--- src/rtl/id_token_scanner_if.sv ---
// Character-stream bus for id_token_scanner: char source side is master,
// scanner side is slave.
interface id_token_scanner_if #(
  parameter int LEN_W = 6,
  parameter int CNT_W = 16
);
  logic             char_valid;
  logic [7:0]       char;
  logic             allow_us;
  logic             clr_cnt;
  logic             out;
  logic             tok_done;
  logic [LEN_W-1:0] tok_len;
  logic             len_ovf;
  logic [CNT_W-1:0] tok_count;

  modport master (
    output char_valid, char, allow_us, clr_cnt,
    input  out, tok_done, tok_len, len_ovf, tok_count
  );

  modport slave (
    input  char_valid, char, allow_us, clr_cnt,
    output out, tok_done, tok_len, len_ovf, tok_count
  );
endinterface

--- src/rtl/id_token_scanner.sv ---
// Streaming identifier recognizer: letters{>=MIN_ALPHA} digits{>=MIN_DIGIT},
// with token length tracking, overflow rejection and a match counter.
module id_token_scanner #(
  parameter int MIN_ALPHA = 1,
  parameter int MIN_DIGIT = 1,
  parameter int LEN_W     = 6,
  parameter int CNT_W     = 16
) (
  input logic               clk,
  input logic               reset,
  id_token_scanner_if.slave bus
);

  typedef enum logic [1:0] {
    S_IDLE  = 2'd0,
    S_ALPHA = 2'd1,
    S_DIGIT = 2'd2,
    S_BAD   = 2'd3
  } state_t;

  typedef enum logic [1:0] {
    C_OTHER  = 2'd0,
    C_LETTER = 2'd1,
    C_DIGIT  = 2'd2
  } cls_t;

  localparam logic [LEN_W-1:0] LEN_MAX = {LEN_W{1'b1}};
  localparam logic [LEN_W-1:0] LEN_ONE = {{(LEN_W-1){1'b0}}, 1'b1};
  localparam logic [LEN_W-1:0] MIN_A   = LEN_W'(MIN_ALPHA);
  localparam logic [LEN_W-1:0] MIN_D   = LEN_W'(MIN_DIGIT);
  localparam logic [CNT_W-1:0] CNT_ONE = {{(CNT_W-1){1'b0}}, 1'b1};

  function automatic cls_t classify(input logic [7:0] c, input logic us);
    cls_t k;
    if (((c >= 8'h41) && (c <= 8'h5A)) || ((c >= 8'h61) && (c <= 8'h7A)) ||
        (us && (c == 8'h5F))) begin
      k = C_LETTER;
    end else if ((c >= 8'h30) && (c <= 8'h39)) begin
      k = C_DIGIT;
    end else begin
      k = C_OTHER;
    end
    return k;
  endfunction

  function automatic logic [LEN_W-1:0] sat_inc(input logic [LEN_W-1:0] v);
    logic [LEN_W-1:0] r;
    if (v == LEN_MAX) begin
      r = LEN_MAX;
    end else begin
      r = v + LEN_ONE;
    end
    return r;
  endfunction

  state_t           state_r, state_nxt_s;
  logic [LEN_W-1:0] alpha_r, alpha_nxt_s;
  logic [LEN_W-1:0] digit_r, digit_nxt_s;
  logic [LEN_W-1:0] len_r, len_nxt_s;
  logic             ovf_r, ovf_nxt_s;
  logic             out_r, out_nxt_s;
  logic             done_r, done_s;
  logic [CNT_W-1:0] cnt_r;
  cls_t             cls_s;

  assign cls_s = classify(bus.char, bus.allow_us);

  // Next-state, class counters, token length and overflow for one accepted char.
  always_comb begin
    state_nxt_s = state_r;
    alpha_nxt_s = alpha_r;
    digit_nxt_s = digit_r;
    len_nxt_s   = len_r;
    ovf_nxt_s   = ovf_r;
    done_s      = 1'b0;
    if (bus.char_valid) begin
      if (cls_s == C_OTHER) begin
        state_nxt_s = S_IDLE;
        alpha_nxt_s = {LEN_W{1'b0}};
        digit_nxt_s = {LEN_W{1'b0}};
        len_nxt_s   = {LEN_W{1'b0}};
        ovf_nxt_s   = 1'b0;
        done_s      = (state_r == S_DIGIT) && out_r;
      end else if ((cls_s == C_LETTER) && ((state_r == S_IDLE) || (state_r == S_DIGIT))) begin
        // A letter after digits closes the current token and opens a fresh one.
        done_s      = (state_r == S_DIGIT) && out_r;
        state_nxt_s = S_ALPHA;
        alpha_nxt_s = LEN_ONE;
        digit_nxt_s = {LEN_W{1'b0}};
        len_nxt_s   = LEN_ONE;
        ovf_nxt_s   = 1'b0;
      end else begin
        len_nxt_s = sat_inc(len_r);
        case (state_r)
          S_IDLE: begin
            state_nxt_s = S_BAD;
          end
          S_ALPHA: begin
            if (cls_s == C_LETTER) begin
              alpha_nxt_s = sat_inc(alpha_r);
            end else begin
              digit_nxt_s = LEN_ONE;
              state_nxt_s = (alpha_r >= MIN_A) ? S_DIGIT : S_BAD;
            end
          end
          S_DIGIT: begin
            digit_nxt_s = sat_inc(digit_r);
          end
          default: begin
            state_nxt_s = S_BAD;
          end
        endcase
        // Hitting the length ceiling poisons the token until the next delimiter.
        if (len_nxt_s == LEN_MAX) begin
          ovf_nxt_s   = 1'b1;
          state_nxt_s = S_BAD;
        end else begin
          ovf_nxt_s   = ovf_r;
        end
      end
    end else begin
      done_s = 1'b0;
    end
  end

  // Match flag evaluated on the post-transition values so out lags the char by one cycle.
  always_comb begin
    out_nxt_s = (state_nxt_s == S_DIGIT) && (digit_nxt_s >= MIN_D) && !ovf_nxt_s;
  end

  // State and output registers.
  always_ff @(posedge clk or posedge reset) begin
    if (reset) begin
      state_r <= S_IDLE;
      alpha_r <= {LEN_W{1'b0}};
      digit_r <= {LEN_W{1'b0}};
      len_r   <= {LEN_W{1'b0}};
      ovf_r   <= 1'b0;
      out_r   <= 1'b0;
      done_r  <= 1'b0;
      cnt_r   <= {CNT_W{1'b0}};
    end else begin
      state_r <= state_nxt_s;
      alpha_r <= alpha_nxt_s;
      digit_r <= digit_nxt_s;
      len_r   <= len_nxt_s;
      ovf_r   <= ovf_nxt_s;
      out_r   <= out_nxt_s;
      done_r  <= done_s;
      if (bus.clr_cnt) begin
        cnt_r <= {CNT_W{1'b0}};
      end else if (done_s) begin
        cnt_r <= cnt_r + CNT_ONE;
      end else begin
        cnt_r <= cnt_r;
      end
    end
  end

  assign bus.out       = out_r;
  assign bus.tok_done  = done_r;
  assign bus.tok_len   = len_r;
  assign bus.len_ovf   = ovf_r;
  assign bus.tok_count = cnt_r;

endmodule

--- src/flat_wrapper.sv ---
// flat-port wrapper written by rule: the top's interface ports become plain ports
module id_token_scanner_flat 
#(
  parameter int MIN_ALPHA = 1,
  parameter int MIN_DIGIT = 1,
  parameter int LEN_W     = 6,
  parameter int CNT_W     = 16
)
  (clk, reset, bus_char_valid, bus_char, bus_allow_us, bus_clr_cnt, bus_out, bus_tok_done, bus_tok_len, bus_len_ovf, bus_tok_count);
  id_token_scanner_if #(.LEN_W(LEN_W), .CNT_W(CNT_W)) bus_i ();
  input logic clk;
  input logic reset;
  input wire logic [$bits(bus_i.char_valid)-1:0] bus_char_valid;
  input wire logic [$bits(bus_i.char)-1:0] bus_char;
  input wire logic [$bits(bus_i.allow_us)-1:0] bus_allow_us;
  input wire logic [$bits(bus_i.clr_cnt)-1:0] bus_clr_cnt;
  output wire logic [$bits(bus_i.out)-1:0] bus_out;
  output wire logic [$bits(bus_i.tok_done)-1:0] bus_tok_done;
  output wire logic [$bits(bus_i.tok_len)-1:0] bus_tok_len;
  output wire logic [$bits(bus_i.len_ovf)-1:0] bus_len_ovf;
  output wire logic [$bits(bus_i.tok_count)-1:0] bus_tok_count;
  assign bus_i.char_valid = bus_char_valid;
  assign bus_i.char = bus_char;
  assign bus_i.allow_us = bus_allow_us;
  assign bus_i.clr_cnt = bus_clr_cnt;
  assign bus_out = bus_i.out;
  assign bus_tok_done = bus_i.tok_done;
  assign bus_tok_len = bus_i.tok_len;
  assign bus_len_ovf = bus_i.len_ovf;
  assign bus_tok_count = bus_i.tok_count;
  id_token_scanner #(.MIN_ALPHA(MIN_ALPHA), .MIN_DIGIT(MIN_DIGIT), .LEN_W(LEN_W), .CNT_W(CNT_W)) u_core (.clk(clk), .reset(reset), .bus(bus_i));
endmodule
--- config.mk ---
export PLATFORM = sky130hd
export DESIGN_NAME = id_token_scanner_flat
export DESIGN_NICKNAME = d
export VERILOG_FILES = /design/src/rtl/id_token_scanner_if.sv /design/src/rtl/id_token_scanner.sv /design/src/flat_wrapper.sv
export SDC_FILE = /design/constraint.sdc
export NUM_CORES = 1
export LEC_CHECK = 0
export CORE_MARGIN = 2
export CORE_UTILIZATION = 54
export DETAILED_ROUTE_END_ITERATION = 8
export PLACE_DENSITY = 0.85
export SLEW_MARGIN = 15
export SYNTH_ARGS = -nofsm -noshare
export SYNTH_HDL_FRONTEND = slang
export SYNTH_SLANG_ARGS = --single-unit
--- constraint.sdc ---
create_clock -name clk -period 2.74 [get_ports clk]
set_clock_uncertainty 0.2 [all_clocks]
set_input_delay 0.274 -clock clk [delete_from_list [all_inputs] [get_ports clk]]
set_output_delay 0.274 -clock clk [all_outputs]
set_load 0.05 [all_outputs]
-- Word-level counts from Yosys, hierarchy flattened
Cells that the tools add are included.
- register bits after elaboration: 39
- bits of input ports: 13
- output and inout port bits: 25
- logic and storage cells: 82
- $add $sub $neg: 4
- magnitude comparators: 8
- equality and inequality tests: 9
- multiplexer cells: 35
- reduce and logical (&&, ||, !) cells: 18
- operators by type and width (operator ; number):
    6-bit two-way mux ; 16
    16-bit two-way mux ; 2
    6-bit equality test, second input constant ; 4
    6-bit by 1-bit adder with 6-bit output, second input constant ; 3
    16-bit by 1-bit adder with 16-bit output, second input constant ; 1
    8-bit by 7-bit greater-or-equal comparator with 1-bit output, second input constant ; 2
    8-bit by 7-bit less-or-equal comparator with 1-bit output, second input constant ; 2
    2-bit two-way mux ; 7
    6-bit by 1-bit greater-or-equal comparator with 1-bit output, second input constant ; 2
    6-bit case mux with 2 select lines ; 1
    8-bit by 7-bit equality test with 1-bit output, second input constant ; 1
    8-bit by 6-bit greater-or-equal comparator with 1-bit output, second input constant ; 1
    8-bit by 6-bit less-or-equal comparator with 1-bit output, second input constant ; 1
    1-bit logical AND ; 8
    1-bit two-way mux ; 8
    3-bit nonzero test ; 2
    2-bit by 1-bit equality test with 1-bit output, second input constant ; 2
    2-bit equality test, second input constant ; 2
    2-bit zero test ; 2
    2-bit case mux with 2 select lines ; 1
    1-bit logical OR ; 3
    3-bit AND reduction ; 1
    2-bit nonzero test ; 1
    1-bit zero test ; 1

-- Depth between registers and ports, before layout
- word-level depth: 18
- mapped depth: 9
- gate-level depth less buffers: 8

-- Worst setup path after synthesis
OpenSTA, ideal clock, no wires.
- path type: register to register
- from: register u_core.len_r[0], in the netlist u_core.bus.tok_len[0]
- to: register u_core.out_r, in the netlist u_core.bus.out
- arrival time: 2.075 ns
- required time: 2.405 ns
- setup slack: 0.330 ns
- cell stages (with the launch flop): 8
- path through: dfrtp_1 > ha_1 > o211ai_1 > a211oi_1 > nor3_1 > o311a_2 > o32ai_1 > a211oi_2
- longest elaborated chain between the ends: 13
- elaborated cells on any way between the ends: 19
- those cells by class: 1 x add/sub; 3 x eq/ne; 12 x mux; 3 x reduce/logical
- RTL lines (element ; RTL line ; text):
    start, declared ; id_token_scanner.sv:59 ; logic [LEN_W-1:0] len_r, len_nxt_s;
    start signal, assigned ; id_token_scanner.sv:137 ; len_r <= {LEN_W{1'b0}};
    start signal, assigned ; id_token_scanner.sv:146 ; len_r <= len_nxt_s;
    6-bit by 1-bit adder with 6-bit output / 6-bit equality test (equally long branches) ; id_token_scanner.sv:51, id_token_scanner.sv:48 ;
    6-bit two-way mux (*) ; id_token_scanner.sv:48 ; if (v == LEN_MAX) begin
    6-bit two-way mux (*) ; id_token_scanner.sv:84 ; end else if ((cls_s == C_LETTER) && ((state_r == S_IDLE) || (state_r == S_DIGIT))) begin
    6-bit two-way mux (*) ; id_token_scanner.sv:77 ; if (cls_s == C_OTHER) begin
    6-bit two-way mux (*) ; id_token_scanner.sv:76 ; if (bus.char_valid) begin
    6-bit equality test (*) ; id_token_scanner.sv:114 ; if (len_nxt_s == LEN_MAX) begin
    2-bit two-way mux ; id_token_scanner.sv:114 ;
    2-bit two-way mux ; id_token_scanner.sv:84 ;
    2-bit two-way mux ; id_token_scanner.sv:77 ;
    2-bit two-way mux ; id_token_scanner.sv:76 ;
    2-bit equality test ; id_token_scanner.sv:128 ; out_nxt_s = (state_nxt_s == S_DIGIT) && (digit_nxt_s >= MIN_D) && !ovf_nxt_s;
    1-bit logical AND ; id_token_scanner.sv:128 ;
    1-bit logical AND (*) ; id_token_scanner.sv:128 ;
    via u_core.out_nxt_s ; id_token_scanner.sv:61 ; logic out_r, out_nxt_s;
    end signal, assigned ; id_token_scanner.sv:148 ; out_r <= out_nxt_s;
    end, declared ; id_token_scanner.sv:61 ;
Mark *: on every way through the listed nets, which the timed path passes. The rest lies on a longest branch. The select of a mux whose other input is x is not followed.
A chain may end at the register's enable or synchronous reset.

-- Final worst setup path
- from: register u_core.alpha_r[0]
- to: register u_core.out_r, in the netlist u_core.bus.out
- longest elaborated chain between the ends: 11
- RTL lines (element ; RTL line ; text):
    start, declared ; id_token_scanner.sv:57 ; logic [LEN_W-1:0] alpha_r, alpha_nxt_s;
    start signal, assigned ; id_token_scanner.sv:135 ; alpha_r <= {LEN_W{1'b0}};
    start signal, assigned ; id_token_scanner.sv:144 ; alpha_r <= alpha_nxt_s;
    6-bit by 1-bit greater-or-equal comparator with 1-bit output ; id_token_scanner.sv:103 ; state_nxt_s = (alpha_r >= MIN_A) ? S_DIGIT : S_BAD;
    1-bit two-way mux ; id_token_scanner.sv:103 ;
    2-bit two-way mux ; id_token_scanner.sv:99 ; if (cls_s == C_LETTER) begin
    2-bit case mux with 2 select lines ; id_token_scanner.sv:94 ; case (state_r)
    2-bit two-way mux ; id_token_scanner.sv:114 ;
    2-bit two-way mux ; id_token_scanner.sv:84 ;
    2-bit two-way mux ; id_token_scanner.sv:77 ;
    2-bit two-way mux ; id_token_scanner.sv:76 ;
    2-bit equality test ; id_token_scanner.sv:128 ;
    1-bit logical AND (2 in series) ; id_token_scanner.sv:128 ;
    via u_core.out_nxt_s ; id_token_scanner.sv:61 ;
The timed path passes the listed nets, and every way through them passes these cells.

==> flow_summary.json <==
{
  "nets": 324,
  "synth-seq-area-share": 0.403,
  "relSlewSlack": 0.652,
  "status": "completed",
  "crit_chain": "inv_1 -> ha_1 -> or4b_1 -> nor4_1 -> o21ai_1 -> o311a_2 -> o32ai_1 -> a211oi_2",
  "grt_antenna_before_repair": 0,
  "setup_viol": 0,
  "maxSlewViolCount": 0,
  "grt_pass1_vias": 2074,
  "insertedDiodeCount": 0,
  "fmax_mhz": 391,
  "syn_area_um2": 2420,
  "clock-sinks": 39,
  "ys_types": 58,
  "crit_required_ns": 2.70,
  "power_leakage_nw": 1.25,
  "async_flop_share": 1.00,
  "placed_area_um2": 2890,
  "htree_num_levels": 2,
  "synth_top_area_frac": 0.403,
  "wl_met1_um": 2440,
  "fin_crit_ns": 2.55,
  "cts-root-buf": "clkbuf_8",
  "die_w_um": 71.0,
  "num-fill-cells": 347,
  "fin_area_um2": 3000,
  "drcViolationCount": 0,
  "worst_slew_pin_slew_ns": 0.520,
  "area_growth_pct": 23.7,
  "ys_warn_count": 0,
  "ir_drop_mv": 0.314,
  "hpwl_um": 4130,
  "max-clock-path-buffers": 2,
  "drtPass1Iterations": 4,
  "cts_buffers": 5,
  "die_h_um": 71.0,
  "crit_family": "compound AO/OA/AOI/OAI gates",
  "max_stage_delay_ns": 0.47,
  "synth_edf_count": 0,
  "path_class": "flip-flop to flip-flop",
  "port_buffers": 37,
  "grt_max_degree": 40,
  "crit_buf_inv": 1,
  "critPathSlowestCell": "o32ai_1",
  "clock_latency_ns": 0.30,
  "hold_viol": 0,
  "syn_area_per_cell_um2": 9.47,
  "ctsResizeCount": 0,
  "dieArea_um2": 5040,
  "cts_hold_repair.buffers": 0,
  "yosysTopAreaCell": "dfrtp_1",
  "hold_class": "input pin to async pin",
  "gp_congestion": 0.857,
  "end_kind": "flip-flop",
  "synthesis.nets": 279,
  "rsz0062_at_grt": "no",
  "vias_per_cell": 5.95,
  "arrival_ns": 2.52,
  "ys_ff_latch": 39,
  "grt_overflow": 0,
  "wl_per_cell_um": 16.0,
  "power_density_nw_per_um2": 464,
  "ys.flop_type": "dfrtp_1",
  "vias": 2106,
  "post_cts_buffers": 0,
  "core_um2": 4320,
  "period_share": 0.932,
  "synth_area_leaders": "dfrtp_1 (40%), ha_1 (5.2%), a21oi_1 (4.3%), xor2_1 (4.0%), nor2_1 (3.7%)",
  "start_util": 0.560,
  "route.met2.wl_um": 2820,
  "drv_cap": 0,
  "cp-start-kind": "flip-flop",
  "drt_wl_total_um": 5670,
  "ios": 38,
  "drtAntennaViolNets": 0,
  "dr_wl_met3_um": 384,
  "grtUsageTotal": 0.238,
  "cp_max_fo": 6,
  "cts_tree": "done",
  "drive_above_1_share": 0.116,
  "top_layer": "met4",
  "clk_pin_slew_ns": 0.08,
  "grt_pass1_wl_um": 9520,
  "setup-tns-final_ns": 0,
  "first_iter_violations": 161,
  "rows": 24,
  "postSynthCellCount": 256,
  "reg2reg_slack_ns": 0.19
}
-- worst paths after layout --
path | startpoint | cells after the start | to
min reg2reg | u_core.digit_r[1] | 2 | u_core.digit_r[1]
max in group asynchronous | reset | 3 | u_core.bus.tok_count[4]
max | u_core.alpha_r[0] | 8 | u_core.bus.out
min | reset | 3 | u_core.bus.tok_len[1]
max reg2reg | u_core.alpha_r[0] | 8 | u_core.bus.out
min in group clk | u_core.digit_r[1] | 2 | u_core.digit_r[1]
-- sequential cells by signal, summed over array words and instances (netlist names) --
signal                count
u_core.alpha_r            6
u_core.bus.len_ovf        1
u_core.bus.out            1
u_core.bus.tok_count     16
u_core.bus.tok_done       1
u_core.bus.tok_len        6
u_core.digit_r            6
u_core.state_r            2
-- cell families after synthesis --
logic type | after synthesis | share of synthesized area
compound gates | 76 | 0.237
xor+xnor | 15 | 0.0542
fa+ha+maj | 10 | 0.0516
buf+inv | 21 | 0.0367
flops | 39 | 0.403
mux | 2 | 0.00878
simple gates | 93 | 0.209
-- power breakdown --
part | internal (mW) | switching [mW] | total (mW)
Sequential | 0.591 | 0.0244 | 0.615
Clock | 0.271 | 0.206 | 0.477
Combinational | 0.123 | 0.177 | 0.300
-- layer usage --
layer	track usage	vias up
li1	-	1020
met1	0.302	1011
met2	0.403	73
met3	0.0598	2
met4	0.0692	0
met5	0	-
-- cell usage in the layout (no fill, tap or decap), types with 3 or more instances in the layout --
cell type and n:
o21ai_1 3, o31ai_1 3, clkbuf_8 5, xnor2_1 4, nor3_1 4, buf_4 9
nand2_1 19, and3_1 5, o21ai_0 14, clkdlybuf4s50_1 37, and4_1 3, o211ai_1 4
a21oi_1 21, nand3_1 10, inv_1 13, xor2_1 11, a41oi_1 3, and2_1 6
ha_1 10, dfrtp_1 39, nor2_1 24, nand4_1 6, nand2b_1 3
-- stage by stage --
stage                     utilization  cells  power [mW]  setup WS [ns]  hold slack [ns]
final                           0.694    354        1.39          0.185            0.210
after global routing            0.694    354        1.46         0.0210            0.260
after CTS                       0.694    354        1.40          0.198            0.227
after detailed placement        0.668    346       0.924         0.0505            0.361
after global placement          0.668    346       0.916          0.126            0.326
after floorplan                     -    256       0.830          0.330            0.279
-- layout make-up --
class                      count  area (um2)  area share
inverter                      13        48.8      0.0163
clock inverter                 3        43.8      0.0146
multi-input combinational    196        1360       0.453
sequential                    39         976       0.325
timing repair buffer          46         438       0.146
tap                           52        65.1      0.0217
clock buffer                   5        68.8      0.0229
-- tightest hold or removal path: stages --
cell and delay [ns]:
clkdlybuf4s50_1 0.40, inv_1 0.05, buf_4 0.42
-- cell usage after synthesis, types with 3 or more instances --
library cell and instances:
a41oi_1 3, o21ai_0 14, and3_1 5, clkbuf_1 4, nand2_1 19, nand2b_1 3, a21oi_1 21, and4_1 3
nand3_1 10, and2_1 6, xor2_1 11, ha_1 10, o31ai_1 3, nand4_1 6, nor2_1 24, nor3_1 4
o211ai_1 4, xnor2_1 4, inv_1 13, o21ai_1 3, dfrtp_1 39
(Power assumes the default switching activity.)
